--- config.mk ---
export PLATFORM = sky130hd
export DESIGN_NAME = branch_sched
export DESIGN_NICKNAME = d
export VERILOG_FILES = /design/src/rtl/branch_sched_pkg.sv /design/src/rtl/branch_sched_br_decide.sv /design/src/rtl/branch_sched.sv
export SDC_FILE = /design/constraint.sdc
export NUM_CORES = 1
export LEC_CHECK = 0
export ABC_AREA = 1
export CORE_MARGIN = 10
export CORE_UTILIZATION = 38
export CTS_CLUSTER_SIZE = 12
export DETAILED_ROUTE_END_ITERATION = 12
export MAX_ROUTING_LAYER = met4
export PLACE_DENSITY = 0.67
export SYNTH_ARGS = -nofsm -noshare
export SYNTH_HDL_FRONTEND = slang
export SYNTH_SLANG_ARGS = --single-unit
--- constraint.sdc ---
create_clock -name i_clk -period 2 [get_ports i_clk]
set_clock_uncertainty 0.2 [all_clocks]
set_input_delay 0.4 -clock i_clk [delete_from_list [all_inputs] [get_ports i_clk]]
set_output_delay 0.4 -clock i_clk [all_outputs]
set_load 0.01 [all_outputs]
--- src/rtl/branch_sched_pkg.sv ---
// Shared definitions for the branch sequencing controller: branch funct3
// encodings and the controller state type.
package branch_sched_pkg;

    localparam logic [2:0] BEQ  = 3'b000;
    localparam logic [2:0] BNE  = 3'b001;
    localparam logic [2:0] BLT  = 3'b100;
    localparam logic [2:0] BGE  = 3'b101;
    localparam logic [2:0] BLTU = 3'b110;
    localparam logic [2:0] BGEU = 3'b111;

    typedef enum logic [1:0] {
        IDLE = 2'd0,
        CMP  = 2'd1,
        RESP = 2'd2
    } state_t;

    // Only the signed relational branches need the comparator in signed mode.
    function automatic logic is_signed_cmp(input logic [2:0] funct3);
        return (funct3 == BLT) || (funct3 == BGE);
    endfunction

endpackage

--- src/rtl/branch_sched_br_decide.sv ---
// Combinational branch resolution: maps funct3 and the comparator flags to
// the taken decision and the illegal-encoding flag.
module branch_sched_br_decide
    import branch_sched_pkg::*;
(
    input  logic [2:0] funct3,
    input  logic       less,
    input  logic       equal,
    output logic       taken,
    output logic       illegal
);

    always_comb begin
        taken   = 1'b0;
        illegal = 1'b0;
        case (funct3)
            BEQ:         taken = equal;
            BNE:         taken = !equal;
            BLT, BLTU:   taken = less;
            BGE, BGEU:   taken = !less;
            default:     illegal = 1'b1;
        endcase
    end

endmodule

--- src/rtl/branch_sched.sv ---
// Sequencer for the shared branch comparator: accept, compare, respond, with
// a flush pulse on taken handshakes and saturating branch statistics.
module branch_sched
    import branch_sched_pkg::*;
#(
    parameter int CNT_W = 16,
    parameter int XLEN  = 32
) (
    input  logic             i_clk,
    input  logic             i_rst_n,
    input  logic             i_br_valid,
    output logic             o_br_ready,
    input  logic [2:0]       i_br_funct3,
    input  logic [XLEN-1:0]  i_br_pc,
    input  logic [XLEN-1:0]  i_br_imm,
    input  logic [XLEN-1:0]  i_rs1_data,
    input  logic [XLEN-1:0]  i_rs2_data,
    output logic [XLEN-1:0]  o_cmp_rs1,
    output logic [XLEN-1:0]  o_cmp_rs2,
    output logic             o_br_un,
    input  logic             i_br_less,
    input  logic             i_br_equal,
    output logic             o_resp_valid,
    input  logic             i_resp_ready,
    output logic             o_taken,
    output logic [XLEN-1:0]  o_target,
    output logic             o_illegal,
    output logic             o_misalign,
    output logic             o_flush,
    input  logic             i_kill,
    input  logic             i_cnt_clr,
    output logic [CNT_W-1:0] o_br_cnt,
    output logic [CNT_W-1:0] o_taken_cnt
);

    state_t            state_reg, state_next;
    logic [2:0]        funct3_reg;
    logic [XLEN-1:0]   pc_reg, imm_reg, rs1_reg, rs2_reg;
    logic              taken_reg, illegal_reg, misalign_reg;
    logic [XLEN-1:0]   target_reg;
    logic [CNT_W-1:0]  br_cnt_reg, taken_cnt_reg;

    logic              accept, resp_fire, count_en;
    logic              dec_taken, dec_illegal;
    logic [XLEN-1:0]   target_calc;

    branch_sched_br_decide u_br_decide (
        .funct3  (funct3_reg),
        .less    (i_br_less),
        .equal   (i_br_equal),
        .taken   (dec_taken),
        .illegal (dec_illegal)
    );

    assign target_calc = pc_reg + imm_reg;

    always_comb begin
        state_next   = state_reg;
        o_br_ready   = 1'b0;
        o_resp_valid = 1'b0;
        o_br_un      = 1'b0;
        accept       = 1'b0;
        case (state_reg)
            IDLE: begin
                o_br_ready = !i_kill;
                accept     = i_br_valid && !i_kill;
                if (accept) state_next = CMP;
            end
            CMP: begin
                o_br_un    = is_signed_cmp(funct3_reg);
                state_next = RESP;
            end
            RESP: begin
                o_resp_valid = 1'b1;
                if (i_resp_ready) state_next = IDLE;
            end
            default: state_next = IDLE;
        endcase
        // Kill overrides every transition, including a completing handshake.
        if (i_kill) state_next = IDLE;
    end

    assign resp_fire = (state_reg == RESP) && i_resp_ready && !i_kill;
    assign count_en  = resp_fire && !illegal_reg;

    always_ff @(posedge i_clk or negedge i_rst_n) begin
        if (!i_rst_n) begin
            state_reg     <= IDLE;
            funct3_reg    <= '0;
            pc_reg        <= '0;
            imm_reg       <= '0;
            rs1_reg       <= '0;
            rs2_reg       <= '0;
            taken_reg     <= 1'b0;
            illegal_reg   <= 1'b0;
            misalign_reg  <= 1'b0;
            target_reg    <= '0;
            br_cnt_reg    <= '0;
            taken_cnt_reg <= '0;
        end else begin
            state_reg <= state_next;
            if (accept) begin
                funct3_reg <= i_br_funct3;
                pc_reg     <= i_br_pc;
                imm_reg    <= i_br_imm;
                rs1_reg    <= i_rs1_data;
                rs2_reg    <= i_rs2_data;
            end
            if (state_reg == CMP) begin
                taken_reg    <= dec_taken;
                illegal_reg  <= dec_illegal;
                target_reg   <= target_calc;
                misalign_reg <= dec_taken && (target_calc[1:0] != 2'b00);
            end
            if (i_cnt_clr) begin
                br_cnt_reg    <= '0;
                taken_cnt_reg <= '0;
            end else if (count_en) begin
                if (br_cnt_reg != '1)
                    br_cnt_reg <= br_cnt_reg + CNT_W'(1);
                if (taken_reg && (taken_cnt_reg != '1))
                    taken_cnt_reg <= taken_cnt_reg + CNT_W'(1);
            end
        end
    end

    assign o_cmp_rs1   = rs1_reg;
    assign o_cmp_rs2   = rs2_reg;
    assign o_taken     = taken_reg;
    assign o_target    = target_reg;
    assign o_illegal   = illegal_reg;
    assign o_misalign  = misalign_reg;
    assign o_flush     = resp_fire && taken_reg;
    assign o_br_cnt    = br_cnt_reg;
    assign o_taken_cnt = taken_cnt_reg;

endmodule

-- Word level (Yosys, flattened, before mapping)
Index checks and enable logic that the tools add are counted.
- logic and storage cells: 66
- output and inout bits: 135
- register bits after elaboration: 200
- mux-type cells: 16
- reduce and logical (&&, ||, !) cells: 24
- add/subtract/negate cells: 3
- equal/unequal tests: 11
- operators with widths (cell ; number):
    $mux 16 ; 6
    $add 16x1->16 const B ; 2
    $add 32x32->32 ; 1
    $ne 16x16->1 const B ; 2
    $eq 3x3->1 const B ; 4
    $reduce_bool 2->1 ; 4
    $logic_and 1x1->1 ; 7
    $mux 2 ; 3
    $ne 3x3->1 const B ; 2
    $pmux 2 s3 ; 1
    $reduce_and 2->1 ; 3
    $reduce_or 6->1 ; 1
    $mux 1 ; 5
    $logic_not 1->1 ; 4
    $pmux 1 s4 ; 1
    $reduce_or 2->1 ; 2
    $eq 3x1->1 const B ; 1
    $logic_not 3->1 ; 1
    $eq 2x1->1 const B ; 1
    $eq 2x2->1 const B ; 1
    $logic_not 2->1 ; 1
    $logic_or 1x1->1 ; 1

-- Logic depth before layout (Yosys ltp)
- depth in word-level cells: 6
- gate-level depth with buffers: 13

-- Hierarchy
A second synthesis with hierarchy kept.
- cell total of the unflattened synthesis: 1464
- area total of the unflattened synthesis: 10586.4 sq um
- modules (own cells, without submodules) (module ; sequential area each (sq um) ; cells an instance ; times used ; area each (sq um)):
    branch_sched ; 5004.8 ; 1449 ; 1 ; 10526.3
    branch_sched_br_decide ; 0.0 ; 15 ; 1 ; 60.1

-- Worst setup path after synthesis
No wires, ideal clock.
- path kind: flip-flop to flip-flop
- start point: register pc_reg[0]
- end point: register target_reg[16], in the netlist o_target[16]
- library setup time: 0.066 ns
- stages on the path, launching flop included: 14
- required time: 1.734 ns
- data arrival time: 1.699 ns
- slack: 0.035 ns
- path through: dfrtp_1 -> ha_1 -> inv_1 -> fa_1 -> inv_1 -> nand3_1 -> nand3_1 -> nand2_1 -> nand2_1 -> nand2_1 -> nand2_1 -> xor2_1 -> nand2_1 -> nand2_1
- cells in the longest elaborated chain, start to end: 1
- ends and longest elaborated chain (what ; line ; text):
    start, declared ; branch_sched.sv:38 ; logic [XLEN-1:0] pc_reg, imm_reg, rs1_reg, rs2_reg;
    start signal, assigned ; branch_sched.sv:104 ; pc_reg <= i_br_pc;
    $add 32x32->32 ; branch_sched.sv:55 ; assign target_calc = pc_reg + imm_reg;
    end signal, assigned ; branch_sched.sv:112 ; target_reg <= target_calc;
    end, declared ; branch_sched.sv:40 ; logic [XLEN-1:0] target_reg;
No other way between the ends.
A chain may end at the register's enable or synchronous reset.

-- Worst setup path after layout
- start point: register imm_reg[0]
- end point: register target_reg[4], in the netlist o_target[4]
- cells in the longest elaborated chain, start to end: 1
- ends and longest elaborated chain (what ; line ; text):
    start, declared ; branch_sched.sv:38 ;
    start signal, assigned ; branch_sched.sv:105 ; imm_reg <= i_br_imm;
    $add 32x32->32 ; branch_sched.sv:55 ;
No other way between the ends.

==> impl_metrics.ini <==
[run_status]
outcome = finished, violations left
violations = setup timing

[routing]
num_vias = 10560
drtAntennaViolNets = 0
first_pass_iters = 6
routed_wl_um = 36460
wl_per_cell_um = 16.24
drc_errors = 0
via_per_inst = 4.704
drt_iter0_drc = 674

[sta]
min_period_ns = 2.039
fmax_ghz = 0.4904
maxSlewViolCount = 0
tightest_slew_ns = 0.4750
finalCritPeriodShare = 1.020
slew_headroom = 0.6811
grt_setup_unrepaired = yes
finalHoldViolCount = 0
timing.hold.ws_ns = 0.2714
setup_tns_ns = -0.06255
setup_viol = 4
worst_slack_ns = -0.03915

[critical_path]
cp_max_fo = 4
crit_slowest_cell = dfrtp_1
startpoint = imm_reg[0]
crit_chain = ha_2 > inv_2 > fa_2 > inv_2 > nand3_2 > nand3_4 > buf_4 > buf_4 > buf_4 > xnor2_2 > o21ai_1
cp_top_family = adder cells
critPathLaunchType = flop
rr_endpoint = o_target[4]
r2r_start = imm_reg[0]
cp_num_buf_inv = 5
critPathMaxStageDelay_ns = 0.36
crit_arrival_ns = 2.16
critPathMostFrequentCell = buf_4
critPathKind = reg2reg
ff2ff_setup_slack_ns = -0.04
crit_required_ns = 2.12
r2r_cells = 11
endpoint_kind = flop

[power_and_ir_drop]
seqPwrFrac = 0.347
power_density_nw_per_um2 = 942.6
clkPwrFrac = 0.230
ir_drop_mv = 0.6447
p_sw_mw = 5.796
p_comb_frac = 0.423
p_leak_nw = 9.100
power_mw = 15.71
netSwitchingFraction = 0.3689
p_int_mw = 9.916

[grt]
busiest_layer = met2
globalRouteOverflowTotal = 0
grt_pass1_wl_um = 56480
antenna_found_initial = 1
use_met1 = 0.2473
use_met3 = 0.07308
grt_pass1_vias = 10620
grt_usage = 0.2059
grt_max_degree = 51
met2_usage = 0.3277

[yosys]
syn_nets = 1618
synth_seq_cells = 200
syn_area_per_cell_sq_um = 7.321
yosysSeqAreaShare = 0.4731
synth_area_sq_um = 10580
synthDistinctLibCells = 36
syn-instance-count = 1445
yosysWarnings = 0

[clocking]
clk_pin_slew_ns = 0.09
cts_made_buffers = 17
clockBufferDepth = 2
clk_latency_ns = 0.45
cts.htree.levels = 4
cts_tree = done
cts.sinks = 200
cts-root-buf = clkbuf_16

[worst_hold_path]
worstHoldStart = i_rs2_data[3]
hold_class = in2reg
whs_path_depth = 3
holdPathEnd = o_cmp_rs2[3]

[floorplanning]
dieArea_sq_um = 34910
fp-row-count = 61
die_w_um = 186.9
io_pins = 274
coreArea_sq_um = 27630
start_util = 0.3829
fp.dieH_um = 186.9

[cells_and_area]
fillers = 2458
syn2layout_area_growth_pct = 57.58
post-route-util = 0.6033
drive_above_1_share = 0.2059
nNetsFinal = 2025
final_cell_area_sq_um = 16670

[flow_run]
cap_violations = 0

[placement]
numPortBuffers = 273
gp_congestion = 0.9209
placed_area_sq_um = 14660
hpwl_um = 28150
## layout by cell type, fill, tap and decap left out, types with 9 or more instances in the layout
master,netlist,routed
clkdlybuf4s50_1,0,167
inv_1,146,138
o31ai_1,11,9
nor3_1,16,12
xor2_1,13,13
o21ai_1,5,12
nand2_2,3,46
buf_12,0,16
clkbuf_16,0,17
nand2_4,2,16
nand3_1,60,41
dfrtp_1,200,192
buf_4,0,129
nor2_2,2,18
nand3_2,3,17
ha_4,0,28
dlygate4sd2_1,0,40
nand2_1,718,662
nor2_1,63,39
a21oi_1,28,19
nor2_4,1,9
nand4_1,22,22
o21ai_0,33,26
dlymetal6s2s_1,0,61
inv_2,6,12
## Yosys cell counts
| library cell | n | area share |
|---|---|---|
| o31ai_1 | 11 | 0.0078 |
| ha_1 | 33 | 0.039 |
| a21oi_1 | 28 | 0.013 |
| nand2_4 | 2 | 0.0021 |
| buf_6 | 2 | 0.0021 |
| nand4_1 | 22 | 0.013 |
| nor3_2 | 1 | 0.00095 |
| nor2_2 | 2 | 0.0012 |
| nand3_2 | 3 | 0.0028 |
| or2_2 | 2 | 0.0012 |
| o211ai_1 | 1 | 0.00071 |
| nor3_1 | 16 | 0.0076 |
| nand2_1 | 718 | 0.25 |
| buf_1 | 1 | 0.00035 |
| buf_2 | 10 | 0.0047 |
| a22o_1 | 1 | 0.00083 |
| inv_2 | 6 | 0.0021 |
| nand4_2 | 1 | 0.0012 |
| nand3_1 | 60 | 0.028 |
| xnor2_1 | 15 | 0.012 |
| o21bai_1 | 4 | 0.0028 |
| dfrtp_1 | 200 | 0.47 |
| xor2_1 | 13 | 0.011 |
| nor2_1 | 63 | 0.022 |
| a21o_1 | 1 | 0.00071 |
| o21ai_2 | 5 | 0.0041 |
| and2_1 | 1 | 0.00059 |
| o21ai_1 | 5 | 0.0024 |
| nand3b_1 | 6 | 0.0043 |
| inv_1 | 146 | 0.052 |
| and3_1 | 1 | 0.00059 |
| clkbuf_1 | 27 | 0.0096 |
| fa_1 | 1 | 0.0019 |
| o21ai_0 | 33 | 0.016 |
| nor2_4 | 1 | 0.0011 |
| nand2_2 | 3 | 0.0018 |
## metrics by stage
step                      cells  worst slack [ns]
after global placement     2170           -0.2761
after floorplan            1445           0.03525
after global routing       2244           -0.1470
final                      2245          -0.03915
after CTS                  2215          -0.02256
after detailed placement   2170           -0.2870
## power by group through the flow
stage	logic (mW)	registers (mW)	clock network, mW
2_1_floorplan	2.34	5.60	0
3_3_place_gp	5.58	5.42	0
3_5_place_dp	5.62	5.44	0
4_1_cts	5.90	5.44	3.70
5_1_grt	7.25	5.54	3.89
6_report	6.64	5.45	3.62
## logic make-up (layout without fill, tap and decap cells)
kind of cell             after synthesis  in the layout  share of synthesized area
AO/OA/AOI/OAI                         89             89                    0.04826
AND/OR/NAND/NOR                      902            903                     0.3438
XOR/XNOR                              28             28                    0.02318
adder cells (fa/ha/maj)               34             34                    0.04092
flip-flops                           200            200                     0.4731
other                                  0              2                          0
buffers and inverters                192            611                    0.07073
## metal layers
layer / vias up / wire length (um)
li1: 5290 / -
met1: 4912 / 15580
met2: 330 / 17210
met3: 29 / 3157
met4: 0 / 517
met5: - / 0
## worst reg2reg max path: cells and delay by family, from the launching register on
family | cells | cell delay (ns)
fa+ha+maj | 2 | 0.53
xor+xnor | 1 | 0.10
buf+inv | 5 | 0.46
simple gates | 2 | 0.18
flops | 1 | 0.36
compound gates | 1 | 0.09
## repair_timing
item / CTS / global route
hold endpoints to repair: 35 / 0
cloned: 0 / 1
buffers inserted: 12 / 27
gates resized for setup: 126 / 210
pin swaps: 13 / 60
hold buffers: 1 / 0
endpoints found under the setup margin: 79 / 115
## cell type report
class | instances | area, sq um | area share
Multi-Input combinational cell | 1054 | 5764 | 0.3458
Sequential cell | 200 | 5015 | 0.3008
Timing Repair Buffer | 427 | 4208 | 0.2524
Inverter | 152 | 575.6 | 0.03453
Tap cell | 378 | 473.0 | 0.02837
Clock buffer | 18 | 439.2 | 0.02635
Clock inverter | 14 | 190.2 | 0.01141
Antenna cell | 2 | 5.005 | 0.0003002
## how the worst max path moves through the flow
stage	slack [ns]	cells after the start	end
after floorplan	0.04	13	o_target[16]
after global placement	-0.28	5	o_flush
after global routing	-0.15	13	o_target[20]
after detailed placement	-0.29	5	o_flush
final	-0.04	11	o_target[4]
after CTS	-0.02	11	o_target[24]
Note: power is estimated with default switching activity, not from simulation.
